==> config.mk <==
export PLATFORM = sky130hd
export DESIGN_NAME = harness_uart_tx
export DESIGN_NICKNAME = d
export VERILOG_FILES = /design/src/rtl/harness_uart_tx.sv
export SDC_FILE = /design/constraint.sdc
export NUM_CORES = 1
export LEC_CHECK = 0
export CORE_UTILIZATION = 35
export DETAILED_ROUTE_END_ITERATION = 12
export PLACE_DENSITY_LB_ADDON = 0.08
export SLEW_MARGIN = 40
export SYNTH_ARGS = -nofsm -noshare
export SYNTH_HDL_FRONTEND = slang
export SYNTH_SLANG_ARGS = --single-unit
==> constraint.sdc <==
create_clock -name clock -period 1.75 [get_ports clock]
set_input_delay 0.2625 -clock clock [delete_from_list [all_inputs] [get_ports clock]]
set_output_delay 0.2625 -clock clock [all_outputs]
set_load 0.01 [all_outputs]
==> src/rtl/harness_uart_tx.sv <==
// One-byte 8N1 UART transmitter, LSB first, BAUD_DIV clocks per bit.
module harness_uart_tx #(
  parameter int BAUD_DIV = 16
) (
  input  logic       clock,
  input  logic       reset,
  input  logic       clr,
  input  logic       start,
  input  logic [7:0] data,
  output logic       busy,
  output logic       txd
);

  localparam int BW = (BAUD_DIV > 2) ? $clog2(BAUD_DIV) : 1;
  localparam logic [BW-1:0] BAUD_LAST = BW'(BAUD_DIV - 1);

  logic [BW-1:0] baud_q;
  logic [3:0]    bits_q;
  logic [8:0]    shift_q;

  // Frame sequencer: start bit is driven on acceptance, then data and stop bits shift out.
  always_ff @(posedge clock or negedge reset) begin
    if (!reset) begin
      baud_q  <= '0;
      bits_q  <= '0;
      shift_q <= '1;
      busy    <= 1'b0;
      txd     <= 1'b1;
    end else if (clr) begin
      baud_q  <= '0;
      bits_q  <= '0;
      shift_q <= '1;
      busy    <= 1'b0;
      txd     <= 1'b1;
    end else if (!busy) begin
      if (start) begin
        busy    <= 1'b1;
        txd     <= 1'b0;
        shift_q <= {1'b1, data};
        bits_q  <= 4'd9;
        baud_q  <= BAUD_LAST;
      end
    end else if (baud_q != '0) begin
      baud_q <= baud_q - BW'(1);
    end else if (bits_q == 4'd0) begin
      busy <= 1'b0;
      txd  <= 1'b1;
    end else begin
      txd     <= shift_q[0];
      shift_q <= {1'b1, shift_q[8:1]};
      bits_q  <= bits_q - 4'd1;
      baud_q  <= BAUD_LAST;
    end
  end

endmodule

==> summary.md <==
| Metric | Value |
|---|---|
| Initial Util | `0.385` |
| EDFF count, synth | `0` |
| Fillers | `259` |
| I/O pins | `14` |
| Sequential area share after synthesis | `0.463` |
| # rows | `18` |
| Drt via density | `5.14` |
| Main combinational cell family by area after synthesis | `compound AO/OA/AOI/OAI gates` |
| Port buffer count | `13` |
| Highest clock rate | `0.610 GHz` |
| Slew of the pin with the lowest slew margin | `393 ps` |
| Layout cells sized above 1 | `0.295` |
| Worst-case clock buffer depth | `2` |
| Clock sink total | `18` |
| Total GRT Usage | `0.149` |
| Flops & latches, synth | `18` |
| Crit-path cells | `inv_2 > ha_2 > nor4bb_4 > buf_4 > o32ai_4 > buf_6 > nand2_1 > o21ai_0` |
| Largest net degree at the start of global routing | `23` |
| Tightest Hold Check Type | `in -> async` |
| Avg Cell Area, Syn | `9.87 sq um` |
| Area leader, netlist | `dfstp_2` |
| CTS tree | `built` |
| Synth Area in Simple Gates | `0.203` |
| R2R cell count | `8` |
| Number of setup violations in the final report | `0` |
| Syn nets | `115` |
| Die X-Extent | `55.4 microns` |
| Worst path top cell family by delay | `compound AO/OA/AOI/OAI gates` |
| Maximum net fanout on the critical path | `6` |
| Final Critical Period | `1640 ps` |
| First-pass GRT wire length | `3620 microns` |
| Final Hold Fails | `0` |
| Crit-path max cell delay | `380 ps` |
| H-tree levels | `1` |
| Slew Limit Fails | `0` |
| R2R setup slack | `110 ps` |
| CTS Root Cell | `clkbuf_4` |
| Antenna Diode Count | `0` |
| Detailed-route via count | `818` |
| Drt drc | `0` |
| Top cell type's share of synthesized area | `0.237` |
| Total number of yosys warnings | `0` |
| Fin util | `0.510` |
| Crit start category | `flop` |
| Commonest non-fill, non-tap cells in the layout | `buf_4, clkdlybuf4s50_1, nand2_1` |
| Synth Cell Area | `997 sq um` |
| Synth Area in Compound Gates | `0.238` |
| Max-cap violations | `0` |
| Post-Synth Adder-Cell Area | `0.0251` |
| CTS Buf Count | `3` |
| DR iter-0 viols | `6` |
| Async set-reset flop share out of synthesis | `1.00` |
| Buf/Inv on CP | `3` |
| Post-Synth XOR/XNOR Area | `0.00878` |
| Hpwl dp | `1510 microns` |
| CP Capture Type | `flop` |
| Die height | `55.4 microns` |
| Crit path kind | `reg -> reg` |
| P per Cell Area | `871 mW/mm^2` |
| Data required, critical path | `1970 ps` |
| Antenna Violating Nets Remaining | `0` |
| Distinct cells, synth | `31` |
| GR Overflow Total | `0` |
| Routed length per placed instance | `13.0 microns` |
| Total negative slack | `0 ps` |
| Largest cells by area after synthesis | `dfstp_2, dfrtp_1, a211oi_1` |
| Unrepaired setup endpoints after global routing | `no` |
| CP arrival | `1860 ps` |
| Fin crit share | `0.937` |
| RR Endpoint | `shift_q[3]` |
| Detailed Routing Iterations Pass 1 | `4` |
| Antenna violations before repair | `0` |
| WL final | `2070 microns` |
| Outcome | `finished, final reports clean` |
| Clk_skew | `3.66 ps` |
| FF-to-FF Start | `baud_q[0]` |
| Die Footprint | `0.00307 sq mm` |
| Slew HR | `0.736` |
| Nets | `144` |
| Core area | `0.00259 sq mm` |
| Main synth FF type | `dfstp_2` |
| Leak pwr | `0.555 nW` |
| Vias in the first global route | `767` |
| Area growth syn-to-layout | `32.4%` |
| Most common cell after layout, fill and taps aside | `buf_4` |
| CTS clock-pin slew for the worst setup and hold paths | `110 ps` |
| Cells after synthesis | `101` |
| Placer Congestion | `0.779` |
| VDD IR max | `0.000587 V` |
| CP max stage cell | `dfrtp_1` |
| Clk_lat worst skew | `290 ps` |
| Cts-stage hold buffer count | `0` |
| Post-synthesis mux area share | `0.0100` |
## state kept, by name, indices dropped and copies added, names as in the netlist
signal   flops
txd          1
baud_q       4
bits_q       4
busy         1
shift_q      8
## worst max-delay path by stage
stage                          from          to  depth (start not counted)
after floorplan           bits_q[0]   bits_q[1]                          7
after global placement    bits_q[1]  shift_q[1]                          7
after detailed placement  bits_q[1]  shift_q[3]                          7
after CTS                 bits_q[1]  shift_q[3]                          7
after global routing      baud_q[0]  shift_q[5]                          8
final                     baud_q[0]  shift_q[3]                          8
## power by group
group / switching [mW] / total (mW) / internal, mW
clock: 0.133 / 0.260 / 0.127
combinational: 0.152 / 0.340 / 0.188
sequential: 0.0471 / 0.550 / 0.503
## cells by family after synthesis
logic type	count (synthesis)
AOI/OAI and AO/OA	32
xor gates and xnor gates	1
muxes	1
and+or+nand+nor	36
buffers and inverters	11
adders and majority gates	2
DFF	18
## Yosys cell counts, types with 2 or more instances
master,number
a211oi_1,9
a21oi_1,3
buf_2,2
o31ai_1,2
dfstp_2,9
ha_1,2
dfrtp_1,9
and2b_1,2
clkbuf_1,2
nor2_1,7
inv_1,6
nor2b_1,8
nor3_1,3
a311oi_1,2
nand2_1,11
o21ai_0,9
## metrics by stage
| stage | setup slack [ps] | hold slack [ps] | power [mW] | std cells | cell area (sq um) |
|---|---|---|---|---|---|
| after floorplan | 113 | -33.1 | 0.740 | 101 | 997 |
| after global placement | 90.8 | 466 | 0.870 | 154 | 1250 |
| after detailed placement | 46.5 | 475 | 0.875 | 154 | 1250 |
| after CTS | 18.7 | 283 | 1.14 | 158 | 1280 |
| after global routing | 4.56 | 293 | 1.23 | 159 | 1320 |
| final | 110 | 283 | 1.15 | 159 | 1320 |
## area by class of cell
cell class                      instances  area, sq um  share of cell area
Multi-Input combinational cell         72          504               0.382
Sequential cell                        18          462               0.350
Timing Repair Buffer                   29          258               0.195
Tap cell                               30         37.5              0.0284
Clock buffer                            4         36.3              0.0275
Inverter                                6         22.5              0.0171
## metal layers
metal	part of all wire	global-route usage
met1	0.54	0.216
met3	0.022	0.0304
met5	0	0
met4	0.0063	0.0429
met2	0.44	0.222
## timing repair
action / in CTS / in global routing
buffers inserted: 0 / 1
endpoints found under the setup margin: 0 / 16
gates resized for setup: 0 / 11
No activity file was read; power rests on OpenSTA's default activity.
